[src/rtl/vector_lane_sequencer.sv]
// Vector instruction sequencer: stalls Fetch/Decode while it walks the
// active lanes, one ALU issue per cycle or one strided memory request per lane.
module vector_lane_sequencer #(
   parameter int LANES  = 4,
   parameter int ADDR_W = 32,
   parameter int LW     = $clog2(LANES)
) (
   input  logic              clk,
   input  logic              rst,
   input  logic              start,
   input  logic              is_mem,
   input  logic              mem_write,
   input  logic [LW:0]       vlen,
   input  logic [ADDR_W-1:0] base_addr,
   input  logic [ADDR_W-1:0] stride,
   input  logic              mem_ready,
   input  logic              flush,
   output logic              stall,
   output logic              busy,
   output logic              lane_valid,
   output logic [LW-1:0]     lane_idx,
   output logic              lane_we,
   output logic              mem_req,
   output logic              mem_we,
   output logic [ADDR_W-1:0] mem_addr,
   output logic              done
);

   typedef enum logic [1:0] {
      S_IDLE, S_ISSUE, S_MEM, S_DONE
   } state_e;

   localparam logic [LW:0] LANES_V = (LW+1)'(LANES);

   state_e              state_q, state_d;
   logic [LW:0]         idx_q, idx_d;
   logic [LW:0]         n_q, n_d;
   logic [ADDR_W-1:0]   addr_q, addr_d;
   logic [ADDR_W-1:0]   stride_q, stride_d;
   logic                op_mem_q, op_mem_d;
   logic                op_wr_q, op_wr_d;
   logic [LW:0]         vlen_c;
   logic                last;

   assign vlen_c = (vlen > LANES_V) ? LANES_V : vlen;
   assign last   = (idx_q == n_q - (LW+1)'(1));

   always_ff @(posedge clk or negedge rst) begin
      if (!rst) begin
         state_q  <= S_IDLE;
         idx_q    <= '0;
         n_q      <= '0;
         addr_q   <= '0;
         stride_q <= '0;
         op_mem_q <= 1'b0;
         op_wr_q  <= 1'b0;
      end else begin
         state_q  <= state_d;
         idx_q    <= idx_d;
         n_q      <= n_d;
         addr_q   <= addr_d;
         stride_q <= stride_d;
         op_mem_q <= op_mem_d;
         op_wr_q  <= op_wr_d;
      end
   end

   always_comb begin
      state_d  = state_q;
      idx_d    = idx_q;
      n_d      = n_q;
      addr_d   = addr_q;
      stride_d = stride_q;
      op_mem_d = op_mem_q;
      op_wr_d  = op_wr_q;
      case (state_q)
         S_IDLE: begin
            if (start && !flush) begin
               n_d      = vlen_c;
               idx_d    = '0;
               addr_d   = base_addr;
               stride_d = stride;
               op_mem_d = is_mem;
               op_wr_d  = mem_write;
               if (vlen_c == '0)
                  state_d = S_DONE;
               else if (is_mem)
                  state_d = S_MEM;
               else
                  state_d = S_ISSUE;
            end
         end
         S_ISSUE: begin
            if (flush) begin
               state_d = S_IDLE;
            end else begin
               idx_d = idx_q + (LW+1)'(1);
               if (last) state_d = S_DONE;
            end
         end
         S_MEM: begin
            if (flush) begin
               state_d = S_IDLE;
            end else if (mem_ready) begin
               idx_d  = idx_q + (LW+1)'(1);
               // address wraps modulo 2^ADDR_W
               addr_d = addr_q + stride_q;
               if (last) state_d = S_DONE;
            end
         end
         default: state_d = S_IDLE;
      endcase
   end

   always_comb begin
      stall      = 1'b0;
      busy       = 1'b0;
      lane_valid = 1'b0;
      lane_idx   = '0;
      lane_we    = 1'b0;
      mem_req    = 1'b0;
      mem_we     = 1'b0;
      mem_addr   = '0;
      done       = 1'b0;
      case (state_q)
         S_IDLE: begin
            stall = start & ~flush;
         end
         S_ISSUE: begin
            stall      = 1'b1;
            busy       = 1'b1;
            lane_idx   = idx_q[LW-1:0];
            lane_valid = ~flush & ~op_mem_q;
            lane_we    = ~flush & ~op_mem_q;
         end
         S_MEM: begin
            stall    = 1'b1;
            busy     = 1'b1;
            lane_idx = idx_q[LW-1:0];
            mem_req  = ~flush & op_mem_q;
            mem_we   = op_wr_q;
            mem_addr = addr_q;
            // load data is combinational, so write back on acceptance
            lane_we  = ~flush & op_mem_q & mem_ready & ~op_wr_q;
         end
         default: begin
            busy = 1'b1;
            done = ~flush;
         end
      endcase
   end

endmodule

[config.mk]
export PLATFORM = sky130hd
export DESIGN_NAME = vector_lane_sequencer
export DESIGN_NICKNAME = d
export VERILOG_FILES = /design/src/rtl/vector_lane_sequencer.sv
export SDC_FILE = /design/constraint.sdc
export NUM_CORES = 1
export LEC_CHECK = 0
export CAP_MARGIN = 0
export CELL_PAD_IN_SITES_DETAIL_PLACEMENT = 2
export CELL_PAD_IN_SITES_GLOBAL_PLACEMENT = 2
export CORE_MARGIN = 10
export CORE_UTILIZATION = 33
export DETAILED_ROUTE_END_ITERATION = 7
export PLACE_DENSITY = 0.94
export SETUP_SLACK_MARGIN = 0.15
export SLEW_MARGIN = 20
export SYNTH_ARGS = -nofsm -noshare
export SYNTH_HDL_FRONTEND = slang
export SYNTH_SLANG_ARGS = --single-unit
[constraint.sdc]
create_clock -name clk -period 9.3 [get_ports clk]
set_clock_uncertainty 0.2 [all_clocks]
set_input_delay 2.325 -clock clk [delete_from_list [all_inputs] [get_ports clk]]
set_output_delay 2.325 -clock clk [all_outputs]
set_load 0.05 [all_outputs]
==> flow_summary.json, run 1 <==
{
  "cts_hold_buf": 0,
  "ys_seq_area_frac": 0.353,
  "ant_nets": 0,
  "place_area_sq_um": 6550,
  "netlist_top_cells_count": "dfrtp_1 (74), a21oi_1 (55), nand2_1 (55)",
  "cpPeakStageDelay_ns": 0.88,
  "drcViolationCount": 0,
  "synth_fp_nets": 691,
  "slew_viol_final": 0,
  "synth.area.top_cells": "dfrtp_1 (35%), ha_1 (9.1%), mux2_2 (7.5%)",
  "grt_pass1_wl_um": 31500,
  "clock_latency_ns": 0.35,
  "cp-start-kind": "input pin",
  "routed_wl_um": 19300,
  "die-height_um": 146,
  "synth_cell_types": 60,
  "clkSinkCount": 74,
  "grtUsageTotal": 0.181,
  "cts-root-buf": "clkbuf_16",
  "status": "completed",
  "cpMaxStageDelayCell": "or2_2",
  "rows": 46,
  "gp_congestion": 0.928,
  "cp_top_family": "buffers and inverters",
  "cts_tree": "yes",
  "cts_setup_buffers": 0,
  "h-tree-depth": 3,
  "tightestPinTransition_ns": 1.11,
  "relSlewSlack": 0.257,
  "vias_per_cell": 5.36,
  "first_iter_violations": 216,
  "arrival_ns": 4.92,
  "period_minus_slack_ns": 7.45,
  "numCtsBuffers": 9,
  "stdcell_area_sq_um": 6890,
  "criticalPathCategory": "in2out",
  "dieWidth_um": 146,
  "crit_chain": "clkdlybuf4s50_1 -> nand2b_1 -> or2_2 -> a21oi_1 -> clkdlybuf4s50_1",
  "grt_max_degree": 75,
  "cpMostUsedCell": "clkdlybuf4s50_1",
  "synth-edff-count": 0,
  "end_kind": "output pin",
  "path_buf_inv": 2,
  "vias": 4800,
  "postSynthCellCount": 578,
  "drive_gt1_frac": 0.0987,
  "final-setup-viol-count": 0,
  "grt_overflow": 0,
  "place_hpwl_um": 14400,
  "avgSynthCellArea_sq_um": 9.09,
  "p_leak_nw": 2.98,
  "dr.pass1.iters": 4,
  "areaGrowthSynthToFinish_pct": 31.2,
  "drv_cap": 0,
  "synth.cell_area_sq_um": 5250,
  "wl_per_cell_um": 21.6,
  "antenna_found_initial": 0,
  "port_buffers": 114,
  "clk_pin_slew_ns": 0.06,
  "pwr_density_cell_nw_per_um2": 440,
  "setup_tns_ns": 0,
  "cts_resized": 0,
  "async_flop_share": 1.00,
  "synth.yosys.warnings": 0,
  "fillers": 1693,
  "coreArea_sq_um": 15700,
  "start_util": 0.334,
  "crit_required_ns": 6.78,
  "cts.path.max_buffers": 2,
  "io_pins": 115,
  "yosys.area.top_type": "dfrtp_1",
  "grt_pass1_vias": 5690,
  "n_antenna_cell": 0,
  "max_freq_mhz": 134,
  "min_period_over_period": 0.801,
  "dieArea_sq_um": 21400,
  "ir_worst_vdd_mv": 0.157,
  "rsz0062_at_grt": "no",
  "cp_max_fo": 41,
  "yosysTopAreaCellShare": 0.353,
  "ys_seq_elements": 74,
  "hp-class": "reg2reg",
  "fin_nets": 787,
  "synth.most_common_cell": "dfrtp_1",
  "ys.flop_type": "dfrtp_1",
  "hold_viol": 0
}
==> sequential cells by signal (all words and copies together) (netlist names) <==
| signal | count |
|---|---|
| op_wr_q | 1 |
| n_q | 3 |
| stride_q | 32 |
| op_mem_q | 1 |
| addr_q | 32 |
| idx_q | 3 |
| state_q | 2 |
==> area by class of cell <==
class / count / area [sq um] / area share
Multi-Input combinational cell: 456 / 3220 / 0.467
Sequential cell: 74 / 1850 / 0.269
Timing Repair Buffer: 117 / 1170 / 0.170
Tap cell: 216 / 270 / 0.0392
Clock buffer: 10 / 229 / 0.0332
Clock inverter: 6 / 91.3 / 0.0133
Inverter: 16 / 60.1 / 0.00871
==> worst paths after layout <==
kind / startpoint / to / slack [ns] / cells after the start
max: flush / stall / 1.85 / 5
min: n_q[1]$_DFFE_PN0P_ / n_q[1]$_DFFE_PN0P_ / 0.30 / 2
max reg2reg: state_q[0]$_DFFE_PN0P_ / addr_q[29]$_DFFE_PN0P_ / 5.72 / 10
min reg2reg: n_q[1]$_DFFE_PN0P_ / n_q[1]$_DFFE_PN0P_ / 0.30 / 2
max in group asynchronous: rst / stride_q[29]$_DFFE_PN0P_ / 6.57 / 2
min in group asynchronous: rst / addr_q[5]$_DFFE_PN0P_ / 1.74 / 1
==> routing by layer <==
metal  wire, um  GRT usage  part of all wire
met5          0          0                 0
met2       9850      0.321              0.51
met1       8280      0.210              0.43
met4        369     0.0651             0.019
met3        800     0.0402             0.041
==> tightest hold or removal path, delay by kind of cell, from the launching register on <==
family	cells	cell delay (ns)
and+or+nand+nor	1	0.05
AOI/OAI and AO/OA	1	0.07
DFF	1	0.35
==> cells in the final DEF (no fill, tap or decap), types with 3 or more instances in the layout <==
cell type | netlist | layout
o21ai_0 | 46 | 46
a21o_1 | 19 | 19
a21oi_1 | 55 | 55
a221oi_1 | 3 | 3
dfrtp_1 | 74 | 74
o21a_1 | 3 | 3
nand3_1 | 6 | 6
nor3_1 | 9 | 9
clkdlybuf4s50_1 | 0 | 113
inv_1 | 16 | 16
nand2b_1 | 8 | 8
and2_1 | 35 | 35
a31oi_1 | 3 | 3
xnor2_1 | 18 | 18
xor2_1 | 12 | 12
o21ai_1 | 3 | 3
mux2i_1 | 19 | 19
buf_4 | 0 | 3
ha_1 | 38 | 37
and3_1 | 12 | 12
clkbuf_16 | 0 | 9
nand4_1 | 7 | 7
nand2_1 | 55 | 55
nor2_1 | 27 | 27
mux2_2 | 35 | 35
nor2b_1 | 4 | 4
clkinvlp_4 | 0 | 3
o21bai_1 | 3 | 3
==> cell families (layout without fill, tap and decap cells) <==
| kind of cell | Yosys count | after routing | synth area share |
|---|---|---|---|
| adders and majority gates | 39 | 39 | 0.0944 |
| buffers and inverters | 48 | 149 | 0.0355 |
| DFF | 74 | 74 | 0.353 |
| muxes | 54 | 54 | 0.111 |
| and+or+nand+nor | 176 | 176 | 0.172 |
| AOI/OAI and AO/OA | 157 | 157 | 0.184 |
| xor gates and xnor gates | 30 | 30 | 0.0500 |
==> power by group <==
part	total, mW	internal, mW	leakage (nW)	switching [mW]
clock network	0.385	0.236	0.145	0.150
registers	0.612	0.482	0.896	0.130
logic	2.03	0.784	1.94	1.25
==> metrics by stage <==
stage	power (mW)	setup WS (ns)	utilization	instances	hold slack [ns]
2_1_floorplan	2.02	2.46	-	578	0.250
3_3_place_gp	2.46	1.93	0.417	878	0.271
3_5_place_dp	2.63	1.83	0.417	878	0.301
4_1_cts	3.05	1.81	0.437	894	0.314
5_1_grt	3.28	1.72	0.439	895	0.330
6_report	3.03	1.85	0.439	895	0.304
Power figures use the tool's default switching activity.
==> run 2: changes to the inputs <==
- CORE_UTILIZATION: 33 -> 31
- PLACE_DENSITY: 0.94 -> 0.89
- clock period: 9.3 -> 7.2 ns (I/O delays scaled with it)
==> flow_summary.json, run 2 (synthesis gave the netlist of run 1 again) <==
{
  "max_freq_mhz": 169,
  "period_minus_slack_ns": 5.91,
  "numCtsBuffers": 9,
  "port_buffers": 114,
  "p_leak_nw": 2.97,
  "gp_congestion": 0.863,
  "cts.path.max_buffers": 2,
  "cts_hold_buf": 0,
  "coreArea_sq_um": 16600,
  "slew_viol_final": 0,
  "clk_pin_slew_ns": 0.06,
  "drv_cap": 0,
  "grt_pass1_wl_um": 31300,
  "place_hpwl_um": 14600,
  "io_pins": 115,
  "p_total_mw": 3.81,
  "reg2regPathDepth": 9,
  "dpl_worst_slack_ns": 1.30,
  "dieWidth_um": 150,
  "cts_tree": "yes",
  "r2r_start": "state_q[0]$_DFFE_PN0P_",
  "ir_worst_vdd_mv": 0.222,
  "clkSinkCount": 74,
  "cts-root-buf": "clkbuf_16",
  "drive_gt1_frac": 0.0971,
  "top_regs": "addr_q x32, stride_q x32",
  "grt_overflow": 0,
  "pwr_density_cell_nw_per_um2": 556,
  "vias_per_cell": 5.35,
  "dr.pass1.iters": 4,
  "n_antenna_cell": 0,
  "wl_per_cell_um": 21.4,
  "vias": 4817,
  "setup_ws_ns": 1.29,
  "areaGrowthSynthToFinish_pct": 30.3,
  "hp-class": "reg2reg",
  "grt_pass1_vias": 5649,
  "routed_wl_um": 19300,
  "setup_tns_ns": 0,
  "first_iter_violations": 160,
  "layout_common_cells": "clkdlybuf4s50_1 (113), dfrtp_1 (74), a21oi_1 (55), nand2_1 (55), o21ai_0 (46)",
  "relSlewSlack": 0.456,
  "arrival_ns": 3.91,
  "fin_nets": 788,
  "h-tree-depth": 3,
  "ant_nets": 0,
  "tightestPinTransition_ns": 0.814,
  "hold_start": "n_q[1]$_DFFE_PN0P_",
  "min_period_over_period": 0.820,
  "criticalPathCategory": "in2out",
  "clock_latency_ns": 0.36,
  "die-height_um": 150,
  "cp_max_fo": 7,
  "rrSetupSlack_ns": 3.77,
  "rr_endpoint": "addr_q[29]$_DFFE_PN0P_",
  "rows": 47,
  "layout_commonest_cell": "clkdlybuf4s50_1",
  "status": "completed",
  "grt_max_degree": 75,
  "end_kind": "output pin",
  "rsz0062_at_grt": "no",
  "antenna_found_initial": 0,
  "hold_viol": 0,
  "crit_required_ns": 5.20,
  "cts_resized": 0,
  "cp-start-kind": "input pin",
  "cts_setup_buffers": 0,
  "hold_end": "n_q[1]$_DFFE_PN0P_",
  "whs_path_depth": 2,
  "start_util": 0.317,
  "grtUsageTotal": 0.174,
  "dieArea_sq_um": 22500,
  "final-setup-viol-count": 0,
  "drcViolationCount": 0
}
run 2: changes by cell type in the layout (fill, tap and decap cells not counted):
cell	previous run	this run
clkbuf_1	1	3
buf_12	1	0
bufinv_16	2	0
clkinvlp_4	3	0
buf_6	0	1
clkinv_2	0	3
buf_4	3	4
clkbuf_8	0	1
clkinv_4	1	0
run 2: area by class of cell:
cell class,instances,area (sq um)
flip-flops and latches,74,1850
repair buffers,118,1170
fillers,1844,9740
clock buffers,13,250
inverters,16,60.1
well taps,220,275
clock inverters,3,15.0
multi-input cells,456,3220
run 2: worst max path at each step:
stage | start | to | depth (start not counted)
floorplan | flush | lane_we | 3
global placement | flush | stall | 5
detailed placement | flush | stall | 5
CTS | flush | stall | 5
global route | flush | stall | 5
finish | flush | stall | 5
run 2: per-stage QoR:
step	cell area (sq um)	hold WS (ns)	cells	utilization
after detailed placement	6570	0.302	884	0.396
after global routing	6840	0.342	900	0.412
after floorplan	5250	0.250	578	-
after global placement	6570	0.267	884	0.396
after CTS	6840	0.316	900	0.412
final	6840	0.309	900	0.412
run 2: critical path, stage by stage:
cell	delay, ns
clkdlybuf4s50_1	0.55
nand2b_1	0.25
or2_2	0.32
a21oi_1	0.16
clkdlybuf4s50_1	0.84
run 2: where the power goes:
part | leakage, nW | total, mW | switching (mW) | internal [mW]
clock network | 0.133 | 0.428 | 0.186 | 0.242
logic | 1.94 | 2.59 | 1.58 | 1.01
registers | 0.896 | 0.790 | 0.167 | 0.623
run 2: layer usage:
layer  vias to the layer above  global-route usage  wire length, um
li1                       2250                   -                -
met1                      2438               0.200             8160
met2                       102               0.312             9920
met3                        27              0.0402              771
met4                         0              0.0598              400
met5                         -                   0                0
